File: config.mk
export PLATFORM = sky130hd
export DESIGN_NAME = control_unit
export DESIGN_NICKNAME = d
export VERILOG_FILES = /design/src/rtl/cpu_pkg.sv /design/src/rtl/instr_decoder.sv /design/src/rtl/control_unit.sv
export SDC_FILE = /design/constraint.sdc
export NUM_CORES = 1
export LEC_CHECK = 0
export ABC_AREA = 1
export CORE_AREA = 2 2 39 41
export CTS_BUF_LIST = sky130_fd_sc_hd__clkbuf_4
export DETAILED_ROUTE_END_ITERATION = 12
export DIE_AREA = 0 0 41 43
export PLACE_DENSITY = 0.82
export SYNTH_ARGS = -nofsm -noshare
export SYNTH_HDL_FRONTEND = slang
export SYNTH_HIERARCHICAL = 1
export SYNTH_SLANG_ARGS = --single-unit
File: constraint.sdc
create_clock -name clk -period 3.9 [get_ports clk]
set_clock_uncertainty 0.05 [all_clocks]
set_input_delay 0.78 -clock clk [delete_from_list [all_inputs] [get_ports clk]]
set_output_delay 0.78 -clock clk [all_outputs]
set_load 0.02 [all_outputs]
File: src/rtl/cpu_pkg.sv
// cpu_pkg: control FSM states and instruction class encodings shared by the control path.
package cpu_pkg;
  typedef enum logic [3:0] {
    ST_FETCH  = 4'd0,
    ST_DECODE = 4'd1,
    ST_EXEC   = 4'd2,
    ST_ALU_WB = 4'd3,
    ST_ADR_HI = 4'd4,
    ST_ADR_LO = 4'd5,
    ST_MEM_RD = 4'd6,
    ST_MEM_WR = 4'd7,
    ST_JMP    = 4'd8,
    ST_IMM    = 4'd9,
    ST_LD_WB  = 4'd10
  } state_t;
  // Non-ALU classes carry their ir[7:5] opcode as the encoding; any ir[7]=1 is ALU.
  typedef enum logic [2:0] {
    CLS_LDA = 3'b000,
    CLS_STA = 3'b001,
    CLS_JMP = 3'b010,
    CLS_LDI = 3'b011,
    CLS_ALU = 3'b100
  } instr_class_t;
endpackage

File: src/rtl/instr_decoder.sv
// instr_decoder: combinational map from instruction byte 0 to its instruction class.
module instr_decoder
  import cpu_pkg::*;
(
  input  logic [7:0]   ir,
  output instr_class_t cls
);
  logic unused_bits;
  assign unused_bits = ^ir[4:0];
  assign cls = ir[7] ? CLS_ALU : instr_class_t'(ir[7:5]);
endmodule

File: src/rtl/control_unit.sv
// control_unit: multi-cycle instruction sequencer driving the datapath strobes.
module control_unit
  import cpu_pkg::*;
(
  input  logic       clk,
  input  logic       rst,
  input  logic [7:0] ir,
  input  logic       jump_taken,
  output logic       cen_PC,
  output logic       ld_PC,
  output logic       ld_IR,
  output logic       ld_DI,
  output logic       ld_TR_12_8,
  output logic       ld_TR_7_0,
  output logic       ld_ALU,
  output logic       sel_ALU_src_reg1,
  output logic       sel_ALU_src_TR,
  output logic       ld_CZN,
  output logic       sel_CZN_src_RF,
  output logic       sel_CZN_src_ALU,
  output logic       sel_MEM_src_PC,
  output logic       sel_MEM_src_TR,
  output logic       mem_write,
  output logic       write_reg_en,
  output logic       sel_IR_3_2,
  output logic       sel_IR_4_3,
  output logic       sel_RF_write_src_TR_7_0,
  output logic       sel_writeSRC_reg1,
  output logic       sel_writeSRC_ALU
);
  state_t       state_q, state_d;
  instr_class_t cls;
  instr_decoder u_dec (.ir(ir), .cls(cls));
  always_ff @(posedge clk or posedge rst)
    if (rst) state_q <= ST_FETCH;
    else     state_q <= state_d;
  always_comb begin
    state_d = ST_FETCH;
    case (state_q)
      ST_FETCH:  state_d = ST_DECODE;
      ST_DECODE: state_d = cls == CLS_ALU ? ST_EXEC : cls == CLS_LDI ? ST_IMM : ST_ADR_HI;
      ST_EXEC:   state_d = ST_ALU_WB;
      ST_ADR_HI: state_d = ST_ADR_LO;
      ST_ADR_LO: state_d = cls == CLS_STA ? ST_MEM_WR : cls == CLS_JMP ? ST_JMP : ST_MEM_RD;
      ST_MEM_RD: state_d = ST_LD_WB;
      ST_IMM:    state_d = ST_LD_WB;
      default:   state_d = ST_FETCH;
    endcase
  end
  // Reset gates the decode so FETCH strobes stay low while rst is held.
  always_comb begin
    {cen_PC, ld_PC, ld_IR, ld_DI, ld_TR_12_8, ld_TR_7_0, ld_ALU, sel_ALU_src_reg1,
     sel_ALU_src_TR, ld_CZN, sel_CZN_src_RF, sel_CZN_src_ALU, sel_MEM_src_PC,
     sel_MEM_src_TR, mem_write, write_reg_en, sel_IR_3_2, sel_IR_4_3,
     sel_RF_write_src_TR_7_0, sel_writeSRC_reg1, sel_writeSRC_ALU} = '0;
    if (!rst)
      case (state_q)
        ST_FETCH:  {sel_MEM_src_PC, ld_IR, ld_DI, cen_PC} = '1;
        ST_EXEC:   {sel_ALU_src_reg1, ld_ALU, ld_CZN, sel_CZN_src_ALU} = '1;
        ST_ALU_WB: {sel_IR_3_2, sel_writeSRC_ALU, write_reg_en} = '1;
        ST_ADR_HI: {sel_MEM_src_PC, ld_TR_12_8, cen_PC} = '1;
        ST_ADR_LO: {sel_MEM_src_PC, ld_TR_7_0, cen_PC} = '1;
        ST_MEM_RD: {sel_MEM_src_TR, ld_TR_7_0} = '1;
        ST_MEM_WR: {sel_MEM_src_TR, mem_write} = '1;
        ST_JMP:    ld_PC = jump_taken;
        ST_IMM:    {sel_MEM_src_PC, ld_TR_7_0, cen_PC} = '1;
        ST_LD_WB:  {sel_IR_4_3, sel_RF_write_src_TR_7_0, write_reg_en, ld_CZN, sel_CZN_src_RF} = '1;
        default:   ;
      endcase
  end
endmodule

After elaboration in Yosys (flattened, before gate mapping):

Cells that the tools add are included.
W data, S select, Z words.

* register bits: 4
* bits in latches: 0
* bits in writable memories: 0
* ROM bits: 0
* logic and storage cells: 52
* memories: 0

* $add $sub $neg: 0
* multiply operators: 0
* divide/modulo/power cells: 0
* order comparisons: 0
* eq/ne operators: 14
* shift operators: 0
* multiplexer cells: 30
* bitwise gates (word level): 0
* reductions and logical operators: 7

Operators with widths (number)
* $mux W1: 24
* $pmux W4 S6: 1
* $eq A4 B3 Y1 const B: 4
* $mux W4: 4
* $eq A4 B4 Y1 const B: 3
* $eq A4 B2 Y1 const B: 2
* $reduce_or A2 Y1: 4
* $eq A3 B2 Y1 const B: 2
* $eq A4 B1 Y1 const B: 1
* $logic_not A4 Y1: 1
* $reduce_or A4 Y1: 1
* $eq A3 B1 Y1 const B: 1
* $eq A3 B3 Y1 const B: 1
* $mux W3: 1
* $reduce_or A3 Y1: 1

Depth between registers and ports, before layout:

* word-level depth: 5
* gate-level depth with buffers: 7
* depth with buffers taken out: 7

Hierarchy:

Netlist, hierarchy kept.

Modules (own cells, without submodules)
* control_unit: instances 1, cells an instance 86, area an instance 467.9 um^2
* instr_decoder: instances 1, cells an instance 5, area an instance 22.5 um^2

Worst setup path after synthesis:

No wires, ideal clock.

* path type: input-to-output
* start point: in rst
* end point: out sel_IR_4_3
* data arrival time: 1.613 ns
* data required time: 3.070 ns
* path slack: 1.457 ns
* stages: 4
* path through: inv_1 -> nand2_1 -> nor2_1 -> buf_4

* word-level cells in the longest chain between the ends: 1

RTL lines
* from (decl): RTL line control_unit.sv:6 `input logic rst,`
* $mux W1
* to (decl): RTL line control_unit.sv:26 `output logic sel_IR_4_3,`

No other way between the ends.

Worst setup path in the final report:

* start point: in rst
* end point: out sel_IR_4_3

* word-level cells in the longest chain between the ends: 1

RTL lines
* $mux W1: RTL line control_unit.sv:56 `if (!rst)`

No other way between the ends.

==> results_dict.tcl <==
set metrics [dict create \
    critPathLaunchType "input port" \
    drc 0 \
    setup_viol 0 \
    period_share 0.868 \
    rows 14 \
    clk_latency_ps 240 \
    p_total_uw 431 \
    mappedNetlistArea_um2 490 \
    cts_sinks 4 \
    clk_path_buf_depth 2 \
    core_area_mm2 0.00138 \
    clockRootBuffer "clkbuf_4" \
    initialDrtViolationCount 16 \
    drive_gt1_frac 0.0642 \
    syn-instance-count 91 \
    yosys_register_bits 4 \
    period_needed_ps 3380 \
    fillers 142 \
    synth_compound_area_frac 0.0536 \
    max_cap_violations 0 \
    yosys_warnings 6 \
    min_path_type "flip-flop to flip-flop" \
    nets 122 \
    io_pins 32 \
    cts_setup_buffers 0 \
    synth.avg_cell_area_um2 5.39 \
    vias 591 \
    crit_required_ps 3070 \
    path_max_fanout 7 \
    power.density_mw_per_mm2 613 \
    fmax_mhz 295 \
    ant_nets 0 \
    start_util 0.354 \
    grt_max_degree 8 \
    rrSetupSlack_ps 2730 \
    wl_per_cell_um 9.17 \
    cp.arrival_ps 2550 \
    vias_per_cell 4.73 \
    slew_viol_final 0 \
    synthAdderAreaFrac 0 \
    die_x_um 41 \
    grt_pass1_vias 466 \
    synthXorXnorAreaFrac 0 \
    n_antenna_cell 0 \
    portBuffers 24 \
    p_leak_nw 0.347 \
    synth.distinct_cells 13 \
    path_class "input port to primary output" \
    gp_congestion 0.756 \
    top_register "state_q" \
    cp_common_cell "clkdlybuf4s50_1" \
    largest_reg_flops 4 \
    reg.largest.list "state_q: 4 flops" \
    whs_ps 642 \
    status "completed" \
    vdd_drop_max_mv 0.231 \
    hpwl_um 953 \
    slowest_stage "clkdlybuf4s50_1" \
    path_cells "clkdlybuf4s50_1 > inv_1 > nand2_1 > nor2_1 > clkdlybuf4s50_1" \
    synth_mux_area_frac 0 \
    cts_resized 0 \
    finalHoldViolations 0 \
    grt_usage 0.150 \
    grt_antenna_before_repair 0 \
    syn_to_final_growth_pct 43.1 \
    cts_tree "yes" \
    cp-end-kind "primary output" \
    dr.pass1.iters 4 \
    synth_top_family_by_area "simple AND/OR/NAND/NOR gates" \
    rsz0062_at_grt "false" \
    die_y_um 43 \
    hold_buffers 0 \
    dieArea_mm2 0.00176 \
    tns_ps 0 \
    overflow 0 \
    clkSlewWorstSetupHoldPaths_ps 40 \
    h-tree-depth 1 \
    grt_pass1_wl_mm 1.77 \
    synth-seq-area-share 0.204 \
    cts_buffers 3 \
    wl_mm 1.15 \
    yosys.area_share.simple 0.459 \
    crit_path_max_incr_delay_ps 650 \
]
-- per-stage QoR --
step / instance area (um2) / setup WS [ps] / instances / utilization
final: 702 / 516 / 125 / 0.507
after global routing: 702 / 319 / 125 / 0.507
after detailed placement: 679 / 495 / 122 / 0.491
after global placement: 679 / 555 / 122 / 0.491
after CTS: 702 / 491 / 125 / 0.507
after floorplan: 494 / 1460 / 92 / -
-- cells by family after synthesis --
| kind of cell | count (synthesis) |
|---|---|
| other | 1 |
| AOI/OAI and AO/OA | 5 |
| and+or+nand+nor | 55 |
| buffers and inverters | 26 |
| DFF | 4 |
-- power by group --
part	total (mW)	switching, mW	internal (mW)
Clock	0.0519	0.0175	0.0345
Sequential	0.0855	0.0250	0.0606
Combinational	0.293	0.176	0.117
Total	0.431	0.219	0.212
-- path summary, 6_finish.rpt --
path                             from          to  cells after the start
min in group asynchronous         rst  state_q[3]                      2
max reg2reg                state_q[3]  state_q[3]                      5
max                               rst  sel_IR_4_3                      5
min reg2reg                state_q[0]  state_q[0]                      3
min                        state_q[0]  state_q[0]                      3
max in group asynchronous         rst  state_q[1]                      2
-- worst max-delay path, delay by kind of cell --
kind | cells | cell delay [ps]
buf+inv | 3 | 1450
simple gates | 2 | 320
-- Yosys cell counts --
cell / number / share of area
conb_1: 1 / 0.0076
o21ai_0: 2 / 0.020
buf_4: 10 / 0.15
nor2_1: 24 / 0.18
nor2_2: 2 / 0.026
a21oi_1: 2 / 0.020
nand3_1: 8 / 0.082
dfrtp_1: 4 / 0.20
nor3_1: 3 / 0.031
inv_1: 14 / 0.11
o22ai_1: 1 / 0.013
nand2_1: 18 / 0.14
inv_2: 2 / 0.015
-- layer usage --
metal | share of wire | vias up | global-route usage | wire length (um)
li1 | - | 301 | - | -
met1 | 0.38 | 262 | 0.168 | 436
met2 | 0.53 | 24 | 0.238 | 610
met3 | 0.067 | 4 | 0.0314 | 77
met4 | 0.019 | 0 | 0.100 | 22
met5 | 0 | - | 0 | 0
-- layout by cell type, fill, tap and decap left out --
| cell | synthesis | layout |
|---|---|---|
| clkdlybuf4s50_1 | 0 | 24 |
| nand2_1 | 18 | 18 |
| o21ai_0 | 2 | 2 |
| conb_1 | 1 | 2 |
| nor2_1 | 24 | 24 |
| o22ai_1 | 1 | 1 |
| nor2_2 | 2 | 2 |
| inv_2 | 2 | 2 |
| a21oi_1 | 2 | 2 |
| dfrtp_1 | 4 | 4 |
| nand3_1 | 8 | 8 |
| inv_1 | 14 | 14 |
| nor3_1 | 3 | 3 |
| clkbuf_4 | 0 | 3 |
-- final cells by class --
class	instances	area, um2	share of cell area
clock buffer	3	22.5	0.0321
multi-input combinational	62	259	0.369
inverter	16	60.1	0.0856
timing repair buffer	24	240	0.342
tap	16	20.0	0.0285
sequential	4	100	0.143
(Power assumes the default switching activity.)
